`config.mk`:
```
export PLATFORM = sky130hd
export DESIGN_NAME = snax_simbacore_launch_ctrl
export DESIGN_NICKNAME = d
export VERILOG_FILES = /design/src/rtl/snax_simbacore_pkg.sv /design/src/rtl/snax_simbacore_cfg_slot.sv /design/src/rtl/snax_simbacore_launch_ctrl.sv
export SDC_FILE = /design/constraint.sdc
export NUM_CORES = 1
export LEC_CHECK = 0
export ABC_AREA = 1
export CORE_UTILIZATION = 45
export DETAILED_ROUTE_END_ITERATION = 16
export PLACE_DENSITY = 0.74
export SLEW_MARGIN = 20
export SYNTH_ARGS = -nofsm -noshare
export SYNTH_HDL_FRONTEND = slang
export SYNTH_SLANG_ARGS = --single-unit
```
`constraint.sdc`:
```
create_clock -name clk_i -period 31.5 [get_ports clk_i]
set_input_delay 6.3 -clock clk_i [delete_from_list [all_inputs] [get_ports clk_i]]
set_output_delay 6.3 -clock clk_i [all_outputs]
set_load 0.02 [all_outputs]
```
`src/rtl/snax_simbacore_pkg.sv`:
```
// Shared definitions for the SimbaCore launch controller: CSR map, status bits,
// controller states and the configuration record handed to the core.
package snax_simbacore_pkg;

  localparam int unsigned CfgModeWidth = 13;
  localparam int unsigned CfgDataWidth = 32;

  localparam int unsigned CsrMode    = 0;
  localparam int unsigned CsrSeqLen  = 1;
  localparam int unsigned CsrDModel  = 2;
  localparam int unsigned CsrDtRank  = 3;
  localparam int unsigned CsrDInner  = 4;
  localparam int unsigned CsrDFinal  = 5;
  localparam int unsigned CsrControl = 6;

  localparam int unsigned CtrlStartBit = 0;
  localparam int unsigned CtrlClearBit = 1;

  localparam int unsigned RoStatus     = 0;
  localparam int unsigned RoCycleCnt   = 1;
  localparam int unsigned RoJobCnt     = 2;
  localparam int unsigned RoLastCycles = 3;

  localparam int unsigned StBusyBit       = 0;
  localparam int unsigned StPendingBit    = 1;
  localparam int unsigned StErrCfgBit     = 2;
  localparam int unsigned StErrTimeoutBit = 3;

  typedef enum logic [2:0] {
    StIdle,
    StIssue,
    StWait,
    StRun,
    StDone
  } state_e;

  typedef struct packed {
    logic [CfgModeWidth-1:0] mode;
    logic [CfgDataWidth-1:0] seq_len;
    logic [CfgDataWidth-1:0] d_model;
    logic [CfgDataWidth-1:0] dt_rank;
    logic [CfgDataWidth-1:0] d_inner;
    logic [CfgDataWidth-1:0] d_final;
  } cfg_t;

  function automatic logic [CfgDataWidth-1:0] sat_inc(input logic [CfgDataWidth-1:0] v);
    return (&v) ? v : v + CfgDataWidth'(1);
  endfunction

endpackage

```
`src/rtl/snax_simbacore_cfg_slot.sv`:
```
// One-entry configuration holder; load wins over clear, clear only drops valid.
module snax_simbacore_cfg_slot
  import snax_simbacore_pkg::*;
(
  input  logic clk_i,
  input  logic rst_i,
  input  logic load_i,
  input  logic clear_i,
  input  cfg_t data_i,
  output logic valid_o,
  output cfg_t data_o
);

  logic valid_d, valid_q;
  cfg_t data_d, data_q;

  always_comb begin
    valid_d = valid_q;
    data_d  = data_q;
    if (load_i) begin
      valid_d = 1'b1;
      data_d  = data_i;
    end else if (clear_i) begin
      valid_d = 1'b0;
    end
  end

  always_ff @(posedge clk_i or posedge rst_i) begin
    if (rst_i) begin
      valid_q <= 1'b0;
      data_q  <= '0;
    end else begin
      valid_q <= valid_d;
      data_q  <= data_d;
    end
  end

  assign valid_o = valid_q;
  assign data_o  = data_q;

endmodule

```
`src/rtl/snax_simbacore_launch_ctrl.sv`:
```
// Launch controller between the SNAX CSR manager and the SimbaCore config port:
// validates launches, queues one pending job, tracks completion and status counters.
module snax_simbacore_launch_ctrl
  import snax_simbacore_pkg::*;
#(
  parameter int unsigned RegRWCount   = 7,
  parameter int unsigned RegROCount   = 4,
  parameter int unsigned RegDataWidth = 32,
  parameter int unsigned ModeWidth    = 13,
  parameter int unsigned BusyTimeout  = 16
) (
  input  logic                    clk_i,
  input  logic                    rst_i,
  input  logic [RegDataWidth-1:0] csr_reg_set_i [RegRWCount],
  input  logic                    csr_reg_set_valid_i,
  output logic                    csr_reg_set_ready_o,
  output logic [RegDataWidth-1:0] csr_reg_ro_set_o [RegROCount],
  output logic                    cfg_valid_o,
  input  logic                    cfg_ready_i,
  output logic [ModeWidth-1:0]    cfg_mode_o,
  output logic [RegDataWidth-1:0] cfg_seq_len_o,
  output logic [RegDataWidth-1:0] cfg_d_model_o,
  output logic [RegDataWidth-1:0] cfg_dt_rank_o,
  output logic [RegDataWidth-1:0] cfg_d_inner_o,
  output logic [RegDataWidth-1:0] cfg_d_final_o,
  input  logic                    core_busy_i
);

  localparam int unsigned TmoWidth = $clog2(BusyTimeout + 1);

  state_e state_d, state_q;
  logic cfg_valid_d, cfg_valid_q;
  logic [TmoWidth-1:0] tmo_d, tmo_q;
  logic [RegDataWidth-1:0] cycle_cnt_d, cycle_cnt_q;
  logic [RegDataWidth-1:0] job_cnt_d, job_cnt_q;
  logic [RegDataWidth-1:0] last_cycles_d, last_cycles_q;
  logic [RegDataWidth-1:0] job_cyc_d, job_cyc_q;
  logic err_cfg_d, err_cfg_q;
  logic err_timeout_d, err_timeout_q;

  logic csr_accept, do_start, do_clear, launch_ok, launch_valid, launch_bad;
  logic active_load, active_clear, pending_load, pending_drain, tmo_hit;
  logic active_valid, pending_valid;
  cfg_t csr_cfg, active_cfg, pending_cfg, active_src;

  assign csr_reg_set_ready_o = ~pending_valid;
  assign csr_accept   = csr_reg_set_valid_i & csr_reg_set_ready_o;
  assign do_start     = csr_accept & csr_reg_set_i[CsrControl][CtrlStartBit];
  assign do_clear     = csr_accept & csr_reg_set_i[CsrControl][CtrlClearBit];
  assign launch_ok    = (csr_cfg.mode != '0) && (csr_cfg.seq_len != '0);
  assign launch_valid = do_start & launch_ok;
  assign launch_bad   = do_start & ~launch_ok;
  assign pending_load = launch_valid & (state_q != StIdle);

  assign csr_cfg.mode    = csr_reg_set_i[CsrMode][ModeWidth-1:0];
  assign csr_cfg.seq_len = csr_reg_set_i[CsrSeqLen];
  assign csr_cfg.d_model = csr_reg_set_i[CsrDModel];
  assign csr_cfg.dt_rank = csr_reg_set_i[CsrDtRank];
  assign csr_cfg.d_inner = csr_reg_set_i[CsrDInner];
  assign csr_cfg.d_final = csr_reg_set_i[CsrDFinal];
  assign active_src      = pending_drain ? pending_cfg : csr_cfg;

  snax_simbacore_cfg_slot i_active_slot (
    .clk_i   (clk_i),
    .rst_i   (rst_i),
    .load_i  (active_load),
    .clear_i (active_clear),
    .data_i  (active_src),
    .valid_o (active_valid),
    .data_o  (active_cfg)
  );

  snax_simbacore_cfg_slot i_pending_slot (
    .clk_i   (clk_i),
    .rst_i   (rst_i),
    .load_i  (pending_load),
    .clear_i (pending_drain),
    .data_i  (csr_cfg),
    .valid_o (pending_valid),
    .data_o  (pending_cfg)
  );

  // A job that slipped into the pending slot during DONE is drained from IDLE.
  always_comb begin
    state_d       = state_q;
    tmo_d         = tmo_q;
    active_load   = 1'b0;
    active_clear  = 1'b0;
    pending_drain = 1'b0;
    tmo_hit       = 1'b0;
    unique case (state_q)
      StIdle: begin
        if (launch_valid) begin
          active_load = 1'b1;
          state_d     = StIssue;
        end else if (pending_valid) begin
          pending_drain = 1'b1;
          active_load   = 1'b1;
          state_d       = StIssue;
        end
      end
      StIssue: begin
        if (cfg_ready_i) begin
          tmo_d   = '0;
          state_d = StWait;
        end
      end
      StWait: begin
        if (core_busy_i) begin
          state_d = StRun;
        end else if (tmo_q == TmoWidth'(BusyTimeout - 1)) begin
          tmo_hit = 1'b1;
          state_d = StDone;
        end else begin
          tmo_d = tmo_q + TmoWidth'(1);
        end
      end
      StRun: begin
        if (!core_busy_i) state_d = StDone;
      end
      StDone: begin
        if (pending_valid) begin
          pending_drain = 1'b1;
          active_load   = 1'b1;
          state_d       = StIssue;
        end else begin
          active_clear = 1'b1;
          state_d      = StIdle;
        end
      end
      default: state_d = StIdle;
    endcase
    cfg_valid_d = (state_d == StIssue);
  end

  // Clear wins over same-cycle increments, but a launch error in the same write still lands.
  always_comb begin
    cycle_cnt_d   = (state_q != StIdle) ? sat_inc(cycle_cnt_q) : cycle_cnt_q;
    job_cnt_d     = (state_q == StDone) ? job_cnt_q + RegDataWidth'(1) : job_cnt_q;
    last_cycles_d = (state_q == StDone) ? sat_inc(job_cyc_q) : last_cycles_q;
    job_cyc_d     = (state_q == StIdle || state_q == StDone) ? '0 : sat_inc(job_cyc_q);
    err_timeout_d = err_timeout_q | tmo_hit;
    err_cfg_d     = err_cfg_q;
    if (do_clear) begin
      cycle_cnt_d   = '0;
      job_cnt_d     = '0;
      last_cycles_d = '0;
      err_timeout_d = 1'b0;
      err_cfg_d     = 1'b0;
    end
    err_cfg_d = err_cfg_d | launch_bad;
  end

  always_ff @(posedge clk_i or posedge rst_i) begin
    if (rst_i) begin
      state_q       <= StIdle;
      cfg_valid_q   <= 1'b0;
      tmo_q         <= '0;
      cycle_cnt_q   <= '0;
      job_cnt_q     <= '0;
      last_cycles_q <= '0;
      job_cyc_q     <= '0;
      err_cfg_q     <= 1'b0;
      err_timeout_q <= 1'b0;
    end else begin
      state_q       <= state_d;
      cfg_valid_q   <= cfg_valid_d;
      tmo_q         <= tmo_d;
      cycle_cnt_q   <= cycle_cnt_d;
      job_cnt_q     <= job_cnt_d;
      last_cycles_q <= last_cycles_d;
      job_cyc_q     <= job_cyc_d;
      err_cfg_q     <= err_cfg_d;
      err_timeout_q <= err_timeout_d;
    end
  end

  always_comb begin
    for (int i = 0; i < RegROCount; i++) csr_reg_ro_set_o[i] = '0;
    csr_reg_ro_set_o[RoStatus][StBusyBit]       = (state_q != StIdle);
    csr_reg_ro_set_o[RoStatus][StPendingBit]    = pending_valid;
    csr_reg_ro_set_o[RoStatus][StErrCfgBit]     = err_cfg_q;
    csr_reg_ro_set_o[RoStatus][StErrTimeoutBit] = err_timeout_q;
    csr_reg_ro_set_o[RoCycleCnt]                = cycle_cnt_q;
    csr_reg_ro_set_o[RoJobCnt]                  = job_cnt_q;
    csr_reg_ro_set_o[RoLastCycles]              = last_cycles_q;
  end

  assign cfg_valid_o   = cfg_valid_q;
  assign cfg_mode_o    = active_cfg.mode;
  assign cfg_seq_len_o = active_cfg.seq_len;
  assign cfg_d_model_o = active_cfg.d_model;
  assign cfg_dt_rank_o = active_cfg.dt_rank;
  assign cfg_d_inner_o = active_cfg.d_inner;
  assign cfg_d_final_o = active_cfg.d_final;

  logic unused_bits;
  assign unused_bits = ^{active_valid,
                         csr_reg_set_i[CsrControl][RegDataWidth-1:2],
                         csr_reg_set_i[CsrMode][RegDataWidth-1:ModeWidth]};

endmodule

```
==> results by group, run 1 <==
Route
  – Routed vias: 21056
  – Antenna-violating nets left: 0
  – Drt total wl: 66.4 mm
  – Drt first pass iters: 5
  – DR vias/cell: 5.03
  – Iteration-0 DRC Markers: 1685
  – Post-DR wirelength/cell: 15.9 um
  – Final routed DRC violation total: 0

Clock tree
  – Hold_buf cts: 0
  – Cts repair resizes: 0
  – Clock root cell: clkbuf_16
  – Post-CTS Setup Bufs: 0
  – CTS tree: built
  – Num CTS Buffers: 52
  – CTS Buffer Depth: 3
  – Later-pin clock latency in the skew report: about 0.59 ns
  – H-Tree Depth: 2
  – Clock sink total: 486
  – Clock Pin Slew Worst Setup and Hold Paths: 0.06 ns

Worst setup path
  – Worst Setup Start Kind: input pin
  – Crit path arrival time: between 9 and 10 ns
  – Worst Setup End Kind: flip-flop
  – CP required: 32.03 ns
  – Setup Crit Path Kind: input pin to flip-flop
  – CP Max Fanout: 75

Timing
  – Fin crit share: 29.8%
  – FMAX: roughly 110 MHz
  – Final Skew: 0.0124 ns
  – Slew @ Worst Pin: 1.06 ns
  – Final min period: between 9 and 10 ns
  – Fin. Hold Viols: 0
  – Slew Limit Fails: 0
  – Max_slew headroom: 29.1%
  – Final setup fails: 0
  – Fin Setup TNS: 0 ns
  – RSZ-0062 raised after global routing: no

Synth
  – Post-synthesis cell type count: 36
  – Async set or reset register ratio after synthesis: between 90% and 100%
  – Top FF cell, synth: dfrtp_1
  – Yosys warns: 0
  – Simple-gate area share of the yosys netlist: 28.2%
  – Post-synthesis sequential area ratio: between 50% and 60%
  – Largest family of logic cells by synthesized area: simple AND/OR/NAND/NOR gates
  – Syn Inst Count: 3105
  – Post-synth EDFFs: 0
  – Cell Area, Synth: between 0.02 and 0.025 mm^2
  – Synth Area in Adders: 0.265%
  – Syn Area/Cell: 7.61 um^2
  – Xor/xnor cell area share of the yosys netlist: under 10%
  – Post-synthesis compound-gate area fraction: 9.93%
  – Mux cell area share after synthesis: 0%
  – Synthesized flop and latch total: 486

Placement
  – GPL Wtd Cong: 0.904
  – Port buffer count: between 400 and 500
  – Dpl hpwl: 43.8 mm

Power and ir drop
  – Part of the power in the clock network: roughly 25%
  – Int Power: 1.65 mW
  – Sequential share of power: 37.5%
  – PD cells: ~87 mW/mm^2
  – Logic pwr share: 37.1%
  – Psw: 987 uW
  – Fraction of power spent switching nets: about 37%
  – Worst VDD drop: roughly 0.000061 V
  – Lkg Pwr: approximately 14 nW

Floorplan
  – Starting density of the core: 45.8%
  – DIE AREA: 0.0535 mm^2
  – Die W: roughly 230 um
  – Die extent in y: 231 um
  – Row Count: between 80 and 90
  – Core area: 0.0516 mm^2
  – I/O pin total: 532

Layout
  – Area growth from synthesis to layout: 27.7%
  – Share of layout cells above drive strength 1: under 10%
  – Final core occ: ~58%
  – Nets: 3700

GRT
  – Tot GR Track Use: 24.8%
  – Antenna violations before repair: 10
  – Largest net degree at the start of global routing: 259
  – First-pass GRT wire length: between 100 and 150 mm
  – Vias in the first global route: approximately 20000
  – Remaining global-route overflow: 0

Run
  – Max_cap viols: 0

Run status
  – Status: finished clean

Hold path
  – Min-delay worst type: flip-flop to flip-flop
[routing by layer]
layer,up-vias,global-route usage (%),wire (um)
li1,10457,-,-
met1,9838,32.5,28200
met2,623,38.7,30100
met3,124,7.87,5900
met4,14,8.53,2100
met5,-,0,92
[cells by family after synthesis]
logic type / Yosys count
simple gates: 1637
other cells: 1
buf+inv: 491
xor+xnor: 28
fa+ha+maj: 5
flops: 486
compound gates: 457
[power groups by stage]
stage	Sequential, mW	Clock (mW)	Combinational (mW)
2_1_floorplan	1.11	0	0.464
3_3_place_gp	0.985	0	0.965
3_5_place_dp	0.990	0	0.984
4_1_cts	0.987	0.683	0.988
5_1_grt	1.01	0.709	1.08
6_report	0.987	0.670	0.977
[area by class of cell]
class	instances	area [um^2]
diodes	2	5.00
clock inverters	16	302
clock buffers	76	1580
repair buffers	471	4700
multi-input cells	2155	9440
fillers	4659	21400
inverters	300	1140
flip-flops and latches	486	12200
well taps	680	851
[path summary, 6_finish.rpt]
kind / start / to / slack, ns / cells after the start
min: last_cycles_q[17] / last_cycles_q[17] / 0.48 / 2
max: csr_reg_set_valid_i / i_active_slot.data_o[73] / 22.11 / 8
max reg2reg: state_q[1] / i_active_slot.data_o[73] / 26.86 / 9
min reg2reg: last_cycles_q[17] / last_cycles_q[17] / 0.48 / 2
min in group asynchronous: rst_i / i_active_slot.data_o[147] / 6.24 / 2
max in group asynchronous: rst_i / i_active_slot.data_o[37] / 23.03 / 4
[critical path, cell delays in order]
cell,delay (ns)
clkdlybuf4s50_1,0.49
nand3_1,0.30
inv_1,0.17
nand4_1,0.66
nand2_4,0.78
buf_4,0.79
nand2_1,0.23
nand2_1,0.11
[cell usage in the layout, fill, tap and decap left out, drive strengths merged, types with 5 or more instances in the layout]
| cell type | netlist | layout |
|---|---|---|
| xnor2 | 10 | 10 |
| a21oi | 39 | 39 |
| nor3 | 37 | 37 |
| bufinv | 0 | 8 |
| buf | 128 | 17 |
| nand3 | 256 | 256 |
| dfrtp | 486 | 486 |
| clkbuf | 63 | 76 |
| inv | 299 | 300 |
| nand2 | 1146 | 1146 |
| nor2 | 170 | 170 |
| ha | 5 | 5 |
| o21ai | 408 | 408 |
| conb | 1 | 28 |
| clkinv | 1 | 7 |
| nand4 | 21 | 21 |
| nor3b | 5 | 5 |
| xor2 | 18 | 18 |
| clkdlybuf4s50 | 0 | 454 |
[synthesized netlist by cell type (2+ instances only)]
master / n / area [um^2]
nor3b_1: 5 / 37.5
inv_1: 291 / 1090
a21oi_1: 39 / 195
nor2_4: 4 / 45.0
a31oi_1: 2 / 12.5
ha_1: 5 / 62.6
nor3_1: 37 / 185
xor2_1: 18 / 158
buf_4: 52 / 390
nor2_1: 157 / 589
o21ai_1: 11 / 55.1
xnor2_1: 10 / 87.6
nand4_1: 21 / 131
buf_1: 5 / 18.8
o21ai_2: 10 / 87.6
o21ai_0: 387 / 1940
nand2_2: 6 / 37.5
inv_2: 8 / 30.0
a211oi_1: 2 / 15.0
buf_6: 4 / 45.0
nand2_1: 1139 / 4280
nand3_1: 255 / 1280
nor2_2: 9 / 56.3
buf_2: 67 / 335
clkbuf_1: 63 / 236
dfrtp_1: 486 / 12200
a21o_1: 2 / 15.0
o31ai_1: 2 / 15.0
[per-stage QoR]
step / total power [mW] / hold slack, ns / std cells / cell area, um^2 / worst slack [ns]
after global routing: 2.80 / 0.503 / 4185 / 30200 / 21.83
final: 2.63 / 0.477 / 4186 / 30200 / 22.11
after detailed placement: 1.97 / 0.465 / 4092 / 28300 / 21.41
after CTS: 2.66 / 0.481 / 4184 / 30200 / 22.07
after global placement: 1.95 / 0.458 / 4092 / 28300 / 21.43
after floorplan: 1.57 / 0.451 / 3132 / 23700 / 11.64
[flip-flops by register name (all words and copies together), names as in the netlist]
register,cells
i_active_slot.data_o,173
job_cyc_q,32
i_pending_slot.valid_o,1
job_cnt_q,32
cfg_valid_o,1
i_pending_slot.data_o,173
err_cfg_q,1
state_q,3
cycle_cnt_q,32
tmo_q,5
last_cycles_q,32
err_timeout_q,1
Note: power is estimated with default switching activity, not from simulation.
==> run 2: changes to the inputs <==
==> constraint.sdc (replaced) <==
create_clock -name clk_i -period 9.4 [get_ports clk_i]
set_input_delay 1.88 -clock clk_i [delete_from_list [all_inputs] [get_ports clk_i]]
set_output_delay 1.88 -clock clk_i [all_outputs]
set_load 0.02 [all_outputs]
==> run 2 against run 1 <==
  * Worst setup slack lost 18 ns
  * Flip-flop and latch count unchanged
  * Via count is 0.19% lower
  * Largest power group unchanged
==> results by group, run 2 (same netlist as run 1, synthesis figures left out) <==
Route
  – Drt first pass iters: 6 (+1)
  – Post-DR wirelength/cell: 15.9 um (+0.11%)
  – Routed vias: 21016 (-0.19%)
  – DR vias/cell: 5.01 (-0.33%)
  – Drt total wl: 66.6 mm (+0.25%)
  – Final routed DRC violation total: 0 (unchanged)
  – Antenna-violating nets left: 0 (unchanged)
  – Iteration-0 DRC Markers: 1681 (-0.24%)

Clock tree
  – Clock root cell: clkbuf_16
  – H-Tree Depth: 2 (unchanged)
  – Num CTS Buffers: 52 (unchanged)
  – CTS Buffer Depth: 3 (unchanged)
  – Hold_buf cts: 0 (unchanged)
  – Clock sink total: 486 (unchanged)
  – Cts repair resizes: 0 (unchanged)
  – Later-pin clock latency in the skew report: 0.59 ns (about the same)
  – CTS tree: built
  – Clock Pin Slew Worst Setup and Hold Paths: 0.06 ns (about the same)
  – Post-CTS Setup Bufs: 0 (unchanged)

Worst setup path
  – FF-to-FF setup slack: 5.30 ns (-21.56 ns)
  – Setup Crit Path Kind: input pin to flip-flop
  – Crit path arrival time: 5.29 ns (-4.63 ns)
  – CP required: 9.87 ns (-22.16 ns)
  – Crit path cell chain: clkdlybuf4s50_1, inv_1, nand2_1, nor2_1, nand2_1, nor2_1, nand2_1, nand4_1, buf_12, nand2_4, buf_4, nand2_1, nand2_1
  – Worst path most repeated cell: nand2_1
  – Worst Setup End Kind: flip-flop
  – CP Max Fanout: 176 (+130%)
  – Max incr delay on CP: 0.63 ns (-0.16 ns)
  – Worst Setup Start Kind: input pin
  – Slowest cell on the critical path: nand2_4

Floorplan
  – Die W: 231 um (unchanged)
  – I/O pin total: 532 (unchanged)
  – Starting density of the core: 45.8% (unchanged)
  – DIE AREA: 0.0535 mm^2 (unchanged)
  – Row Count: 83 (unchanged)
  – Core area: 0.0516 mm^2 (unchanged)
  – Die extent in y: 231 um (unchanged)

Layout
  – Nets: 3701 (+0.027%)
  – Commonest non-fill, non-tap cells in the layout: nand2_1 (1138), dfrtp_1 (486), clkdlybuf4s50_1 (454)
  – Share of layout cells above drive strength 1: 4.19% (+0.024 points)
  – Commonest non-fill, non-tap cell in the layout: nand2_1
  – Area growth from synthesis to layout: 27.8%
  – Final cell count without fillers: 4192 (+0.14%)

Run
  – Max_cap viols: 0 (unchanged)

Placement
  – Dpl hpwl: 44.2 mm (+0.94%)
  – GPL Wtd Cong: 0.944 (+4.4%)
  – Port buffer count: 454 (unchanged)
  – Placed cell count: 4092 (unchanged)

Power and ir drop
  – Lkg Pwr: 14.4 nW (+0.10%)
  – PD cells: 292 mW/mm^2 (+230%)
  – Worst VDD drop: 0.000215 V (+250%)

GRT
  – Vias in the first global route: 19855 (+0.36%)
  – Antenna violations before repair: 8 (-2)
  – Remaining global-route overflow: 0 (unchanged)
  – Tot GR Track Use: 25.0% (+0.18 points)
  – Largest net degree at the start of global routing: 233 (-10%)
  – First-pass GRT wire length: 107 mm (+0.68%)

Timing
  – Fin crit share: around half
  – FMAX: 208 MHz
  – Fin Setup TNS: 0 ns (unchanged)
  – Final setup fails: 0 (unchanged)
  – Final Skew: 0.0153 ns (+0.00286 ns)
  – Slew @ Worst Pin: 1.07 ns (+0.00443 ns)
  – Fin. Hold Viols: 0 (unchanged)
  – RSZ-0062 raised after global routing: no
  – Slew Limit Fails: 0 (unchanged)
  – Max_slew headroom: 28.8% (-0.30 points)
  – Final min period: 4.81 ns

Run status
  – Status: finished clean

Hold path
  – Min-delay worst type: flip-flop to flip-flop
==> run 2: cell count changes in the layout (fill, tap and decap cells not counted), sizes merged <==
cell,change
inv,-2
clkinv,+5
clkbuf,-2
clkinvlp,+1
bufinv,+1
diode,+2
buf,+1
==> run 2: through the flow <==
stage / hold WS, ns / power (mW) / worst slack [ns] / cell area (um^2) / util [%]
after floorplan: 0.451 / 5.28 / 0.931 / 23700 / -
after global placement: 0.462 / 6.55 / 3.92 / 28300 / 54.9
after detailed placement: 0.467 / 6.62 / 3.92 / 28300 / 54.9
after CTS: 0.484 / 8.89 / 4.54 / 30200 / 58.5
after global routing: 0.503 / 9.41 / 4.29 / 30200 / 58.5
final: 0.477 / 8.83 / 4.59 / 30200 / 58.6
==> run 2: final cells by class <==
class	instances	area (um^2)
Fill cell	4606	21400
Sequential cell	486	12200
Multi-Input combinational cell	2155	9440
Timing Repair Buffer	472	4750
Clock buffer	74	1530
Inverter	300	1130
Tap cell	680	851
Clock inverter	21	348
Antenna cell	4	10.0
==> run 2: critical path: cells and delay by family <==
family	cells	cell delay, ns
buffers and inverters	4	1.73
and+or+nand+nor	9	1.61
==> run 2: worst paths after layout <==
check | endpoint | from | cells after the start
worst max-delay path | i_active_slot.data_o[90] | csr_reg_set_i[162] | 13
worst min-delay path | last_cycles_q[17] | last_cycles_q[17] | 2
worst max register to register | i_active_slot.data_o[68] | state_q[1] | 8
worst min register to register | last_cycles_q[17] | last_cycles_q[17] | 2
max in group asynchronous | i_pending_slot.data_o[119] | rst_i | 4
min in group asynchronous | i_pending_slot.data_o[148] | rst_i | 2
==> run 2: layer usage <==
layer	part of all wire, %	vias to the layer above	wire, um	track usage [%]
met3	9.0	107	5970	8.30
met4	2.5	12	1660	6.83
met1	42	9816	28000	32.4
met2	46	610	30900	39.8
met5	0.11	-	74	0
li1	-	10471	-	-
==> run 2: report_power, final <==
| group | total, mW | internal (mW) | switching (mW) |
|---|---|---|---|
| combinational | 3.30 | 1.29 | 2.01 |
| clock | 2.23 | 1.37 | 0.853 |
| sequential | 3.30 | 2.86 | 0.444 |
| total | 8.83 | 5.52 | 3.31 |
